$ cat config.mk
export PLATFORM = sky130hd
export DESIGN_NAME = alarm_sequencer
export DESIGN_NICKNAME = d
export VERILOG_FILES = /design/src/rtl/alarm_sequencer.sv
export SDC_FILE = /design/constraint.sdc
export NUM_CORES = 1
export LEC_CHECK = 0
export CORE_MARGIN = 8
export CORE_UTILIZATION = 47
export DETAILED_ROUTE_END_ITERATION = 10
export PLACE_DENSITY = 0.86
export REMOVE_ABC_BUFFERS = 1
export SLEW_MARGIN = 20
export SYNTH_ARGS = -nofsm -noshare
export SYNTH_HDL_FRONTEND = slang
export SYNTH_SLANG_ARGS = --single-unit
$ cat constraint.sdc
create_clock -name clk -period 2 [get_ports clk]
set_input_delay 0.2 -clock clk [delete_from_list [all_inputs] [get_ports clk]]
set_output_delay 0.2 -clock clk [all_outputs]
set_load 0.02 [all_outputs]
$ cat src/rtl/alarm_sequencer.sv
// Alarm-clock alarm sequencer: DISARMED/ARMED/RINGING/SNOOZE control with pulsed
// buzzer, bounded snooze count, seconds countdown and a sticky missed-alarm flag.
module alarm_sequencer #(
  parameter int RING_SECS   = 60,
  parameter int SNOOZE_SECS = 300,
  parameter int MAX_SNOOZE  = 3,
  parameter int CNT_W       = 9,
  localparam int SNZ_W      = $clog2(MAX_SNOOZE + 1)
) (
  input  logic             clk,
  input  logic             rst_n,
  input  logic             tick_1hz,
  input  logic             match,
  input  logic             enable,
  input  logic             stop_btn,
  input  logic             snooze_btn,
  output logic [1:0]       state_o,
  output logic             buzzer,
  output logic [SNZ_W-1:0] snooze_cnt,
  output logic [CNT_W-1:0] secs_left,
  output logic             missed
);

  typedef enum logic [1:0] {
    ST_DISARMED = 2'd0,
    ST_ARMED    = 2'd1,
    ST_RINGING  = 2'd2,
    ST_SNOOZE   = 2'd3
  } state_t;

  localparam logic [CNT_W-1:0] RING_LD   = CNT_W'(RING_SECS);
  localparam logic [CNT_W-1:0] SNOOZE_LD = CNT_W'(SNOOZE_SECS);
  localparam logic [CNT_W-1:0] SECS_ONE  = CNT_W'(1);
  localparam logic [CNT_W-1:0] SECS_ZERO = CNT_W'(0);
  localparam logic [SNZ_W-1:0] SNZ_MAX   = SNZ_W'(MAX_SNOOZE);
  localparam logic [SNZ_W-1:0] SNZ_ZERO  = SNZ_W'(0);
  localparam logic [SNZ_W-1:0] SNZ_ONE   = SNZ_W'(1);

  state_t           state_r, state_nxt_s;
  logic [CNT_W-1:0] secs_r, secs_nxt_s;
  logic [SNZ_W-1:0] snz_r, snz_nxt_s;
  logic             missed_r, missed_nxt_s;
  logic             phase_r, phase_nxt_s;
  logic             buzzer_r;
  logic             match_q_r, stop_q_r, snooze_q_r;
  logic             match_rise_s, stop_rise_s, snooze_rise_s;
  logic             timeout_s;

  assign match_rise_s  = match & ~match_q_r;
  assign stop_rise_s   = stop_btn & ~stop_q_r;
  assign snooze_rise_s = snooze_btn & ~snooze_q_r;
  assign timeout_s     = tick_1hz & (secs_r == SECS_ONE);

  // State, datapath and edge-detect registers
  always_ff @(posedge clk or negedge rst_n) begin
    if (!rst_n) begin
      state_r    <= ST_DISARMED;
      secs_r     <= SECS_ZERO;
      snz_r      <= SNZ_ZERO;
      missed_r   <= 1'b0;
      phase_r    <= 1'b0;
      buzzer_r   <= 1'b0;
      match_q_r  <= 1'b0;
      stop_q_r   <= 1'b0;
      snooze_q_r <= 1'b0;
    end else begin
      state_r    <= state_nxt_s;
      secs_r     <= secs_nxt_s;
      snz_r      <= snz_nxt_s;
      missed_r   <= missed_nxt_s;
      phase_r    <= phase_nxt_s;
      buzzer_r   <= (state_nxt_s == ST_RINGING) & phase_nxt_s;
      match_q_r  <= match;
      stop_q_r   <= stop_btn;
      snooze_q_r <= snooze_btn;
    end
  end

  // Next-state logic; enable low overrides everything
  always_comb begin
    state_nxt_s = state_r;
    if (!enable) begin
      state_nxt_s = ST_DISARMED;
    end else begin
      case (state_r)
        ST_DISARMED: state_nxt_s = ST_ARMED;
        ST_ARMED:    state_nxt_s = match_rise_s ? ST_RINGING : ST_ARMED;
        ST_RINGING: begin
          if (stop_rise_s)                             state_nxt_s = ST_ARMED;
          else if (snooze_rise_s && (snz_r < SNZ_MAX)) state_nxt_s = ST_SNOOZE;
          else if (timeout_s)                          state_nxt_s = ST_ARMED;
          else                                         state_nxt_s = ST_RINGING;
        end
        ST_SNOOZE: begin
          if (stop_rise_s)    state_nxt_s = ST_ARMED;
          else if (timeout_s) state_nxt_s = ST_RINGING;
          else                state_nxt_s = ST_SNOOZE;
        end
        default: state_nxt_s = ST_DISARMED;
      endcase
    end
  end

  // Next values of the registered outputs; loads take precedence over countdown
  always_comb begin
    secs_nxt_s   = secs_r;
    snz_nxt_s    = snz_r;
    phase_nxt_s  = phase_r;
    missed_nxt_s = missed_r;
    if (!enable) begin
      secs_nxt_s   = SECS_ZERO;
      snz_nxt_s    = SNZ_ZERO;
      phase_nxt_s  = 1'b0;
      missed_nxt_s = 1'b0;
    end else begin
      if (stop_rise_s) missed_nxt_s = 1'b0;
      else             missed_nxt_s = missed_r;
      case (state_r)
        ST_ARMED: begin
          if (match_rise_s) begin
            secs_nxt_s  = RING_LD;
            phase_nxt_s = 1'b1;
            snz_nxt_s   = SNZ_ZERO;
          end else begin
            secs_nxt_s  = secs_r;
          end
        end
        ST_RINGING: begin
          if (stop_rise_s) begin
            secs_nxt_s  = SECS_ZERO;
            snz_nxt_s   = SNZ_ZERO;
            phase_nxt_s = 1'b0;
          end else if (snooze_rise_s && (snz_r < SNZ_MAX)) begin
            secs_nxt_s = SNOOZE_LD;
            snz_nxt_s  = snz_r + SNZ_ONE;
          end else if (tick_1hz && (secs_r > SECS_ONE)) begin
            secs_nxt_s  = secs_r - SECS_ONE;
            phase_nxt_s = ~phase_r;
          end else if (timeout_s) begin
            secs_nxt_s   = SECS_ZERO;
            snz_nxt_s    = SNZ_ZERO;
            phase_nxt_s  = 1'b0;
            missed_nxt_s = 1'b1;
          end else begin
            secs_nxt_s = secs_r;
          end
        end
        ST_SNOOZE: begin
          if (stop_rise_s) begin
            secs_nxt_s = SECS_ZERO;
            snz_nxt_s  = SNZ_ZERO;
          end else if (tick_1hz && (secs_r > SECS_ONE)) begin
            secs_nxt_s = secs_r - SECS_ONE;
          end else if (timeout_s) begin
            secs_nxt_s  = RING_LD;
            phase_nxt_s = 1'b1;
          end else begin
            secs_nxt_s = secs_r;
          end
        end
        default: secs_nxt_s = secs_r;
      endcase
    end
  end

  assign state_o    = state_r;
  assign buzzer     = buzzer_r;
  assign snooze_cnt = snz_r;
  assign secs_left  = secs_r;
  assign missed     = missed_r;

endmodule

==> flow_summary.ini <==
[clocking]
clk_latency_ns = 0.33
cts_tree = yes
cts_buffer_depth = 2
cts.sink_count = 19
cts_buffers = 3
cts.clk_slew.worst_paths_ns = 0.13
cts.htree.levels = 1
cts-root-buf = clkbuf_4

[timing]
finalCritPeriodShare = 1.01
layout_setup_ws_ns = -0.0190
max_slew_margin = 0.688
period_needed_ns = 2.02
worstMarginPinSlew_ns = 0.467
fin_skew_ns = 0.00567
rsz0062_at_grt = true
maxSlewViolCount = 0
hold_viol = 0
fmax_mhz = 495
final-setup-viol-count = 5

[synthesis]
synth_enable_flop_cells = 0
syn_inst = 140
ys_types = 50
yosysMostFrequentCell = dfrtp_1
synth_seq_cells = 19
async_flop_share = 1.00
ys_warn_count = 0
ys_seq_area_frac = 0.366
yosys.area.top_type = dfrtp_1
netlist.area_leader.share = 0.366
yosys-top-cells-count = dfrtp_1 (19), nand2_1 (15), nor2_1 (12)
syn-mean-instance-area_um2 = 9.27
syn_area_um2 = 1300
ys.flop_type = dfrtp_1
ys_top_cells_by_area = dfrtp_1 (37%), ha_1 (6.8%), nand2_1 (4.3%)

[setup_path]
cp-end-kind = flop
path_cells = buf_4 > buf_4 > nor3_1 > buf_4 > nand3_1 > a41oi_1 > a221oi_4 > nor4_2
cp-startpoint = secs_left[1]
critPathMostFrequentCell = buf_4
critPathArrivalTime_ns = 2.26
worst-path-max-fanout = 4
startpoint_type = flop
r2r-start = secs_left[1]
cp_num_cells = 8
slowest_stage = dfrtp_1
max_stage_delay_ns = 0.42
worst-setup-path-type = flop to flop
crit_required_ns = 2.24
crit_family = simple AND/OR/NAND/NOR gates
crit_buf_inv = 3
r2r_cells = 8

[finish]
stdcell_count = 230
area_growth_pct = 53.2
layout-drive-gt1-share = 0.352
fin_nets = 214
largest_reg_flops = 9
antennaDiodeCount = 0

[drt]
totalWireLength_um = 4710
first_pass_iters = 6
num_vias = 1511
drt-initial-drc-count = 138
drcViolationCount = 0
vias_per_cell = 6.57
ant_nets = 0
wl_per_cell_um = 20.5

[floorplan]
rows = 19
die_area_um2 = 4700
die_w_um = 68.5
die_y_um = 68.5
core_region_area_um2 = 2690
io_pins = 22
initial_core_util = 0.483

[global_route]
grt_antenna_before_repair = 0
grt_pass1_vias = 1424
grtUsageTotal = 0.180
grt_overflow = 0
grt_start_max_net_pins = 20
grt_pass1_wl_um = 6510

[status]
status = complete, but fails checks
violations = setup timing

[place]
place_inst = 218
numPortBuffers = 21
place.gp.congestion = 0.915
hpwl_um = 3030
place_ws_ns = -0.110

[power_and_ir_drop]
p_leak_nw = 0.835
power.density_nw_per_um2 = 502
ir_drop_v = 0.000480

[run]
maxCapViolCount = 0

[hold_path]
hold_class = input port to asynchronous set/reset pin
-- layer usage --
| layer | track usage | up-vias | routed length [um] |
|---|---|---|---|
| li1 | - | 649 | - |
| met1 | 0.205 | 720 | 1770 |
| met2 | 0.321 | 110 | 2320 |
| met3 | 0.0339 | 32 | 397 |
| met4 | 0.0742 | 0 | 223 |
| met5 | 0 | - | 0 |
-- cells by family after synthesis --
kind of cell               Yosys count  synth area share
buffers and inverters               13            0.0463
AOI/OAI and AO/OA                   42             0.239
muxes                                1           0.00868
DFF                                 19             0.366
xor gates and xnor gates             1           0.00675
adders and majority gates            7            0.0675
and+or+nand+nor                     57             0.265
-- per-stage QoR --
step	power, W	utilization	cell area (um^2)	setup TNS [ns]	hold slack, ns
final	0.000998	0.740	1990	-0.0856	0.184
after global placement	0.000685	0.648	1740	-0.0667	0.498
after global routing	0.00102	0.740	1990	-0.677	0.234
after detailed placement	0.000696	0.648	1740	-0.366	0.513
after floorplan	0.000563	-	1270	-0.514	-0.0956
after CTS	0.000906	0.663	1780	0	0.208
-- path summary, 6_finish.rpt --
check	end	slack (ns)
max in group asynchronous	state_o[1]	1.61
setup reg to reg	buzzer	-0.02
hold reg to reg	missed	0.56
min in group clk	match_q_r	0.37
setup / recovery	buzzer	-0.02
hold / removal	missed	0.18
-- area by class of cell --
type	count	area [um^2]
Clock buffer	3	22.5
Clock inverter	1	7.51
Fill cell	163	698
Inverter	10	37.5
Multi-Input combinational cell	108	903
Sequential cell	19	475
Tap cell	31	38.8
Timing Repair Buffer	58	503
-- report_power, final --
group	switching [W]	leakage (nW)	total, W	internal, W
sequential	0.0000176	0.249	0.000420	0.000403
combinational	0.000187	0.572	0.000350	0.000163
clock	0.000151	0.0139	0.000228	0.0000766
total	0.000356	0.835	0.000998	0.000642
-- repair_timing --
| item | in CTS | in global routing |
|---|---|---|
| hold buffers | 0 | 0 |
| gates resized for setup | 3 | 26 |
| setup buffers | 0 | 8 |
| setup endpoints to repair | 6 | 14 |
| pin swaps | 0 | 14 |
| gates cloned | 0 | 0 |
-- cells in the final DEF, fill, tap and decap left out, types with 2 or more instances in the layout --
| cell | count |
|---|---|
| o22ai_1 | 2 |
| or4_4 | 3 |
| nand4_1 | 2 |
| nor3b_1 | 2 |
| o221ai_1 | 2 |
| a21oi_1 | 3 |
| a31oi_1 | 6 |
| nor2_2 | 2 |
| buf_4 | 33 |
| clkbuf_4 | 3 |
| ha_2 | 2 |
| a211oi_1 | 2 |
| nor3_1 | 3 |
| o21ai_0 | 4 |
| nand2b_1 | 2 |
| dfrtp_1 | 19 |
| clkdlybuf4s50_1 | 21 |
| o21ai_1 | 5 |
| o22ai_2 | 2 |
| and2_1 | 3 |
| nor2_1 | 10 |
| ha_1 | 4 |
| inv_1 | 9 |
| buf_6 | 4 |
| nand2_1 | 14 |
No activity file was read; power rests on OpenSTA's default activity.
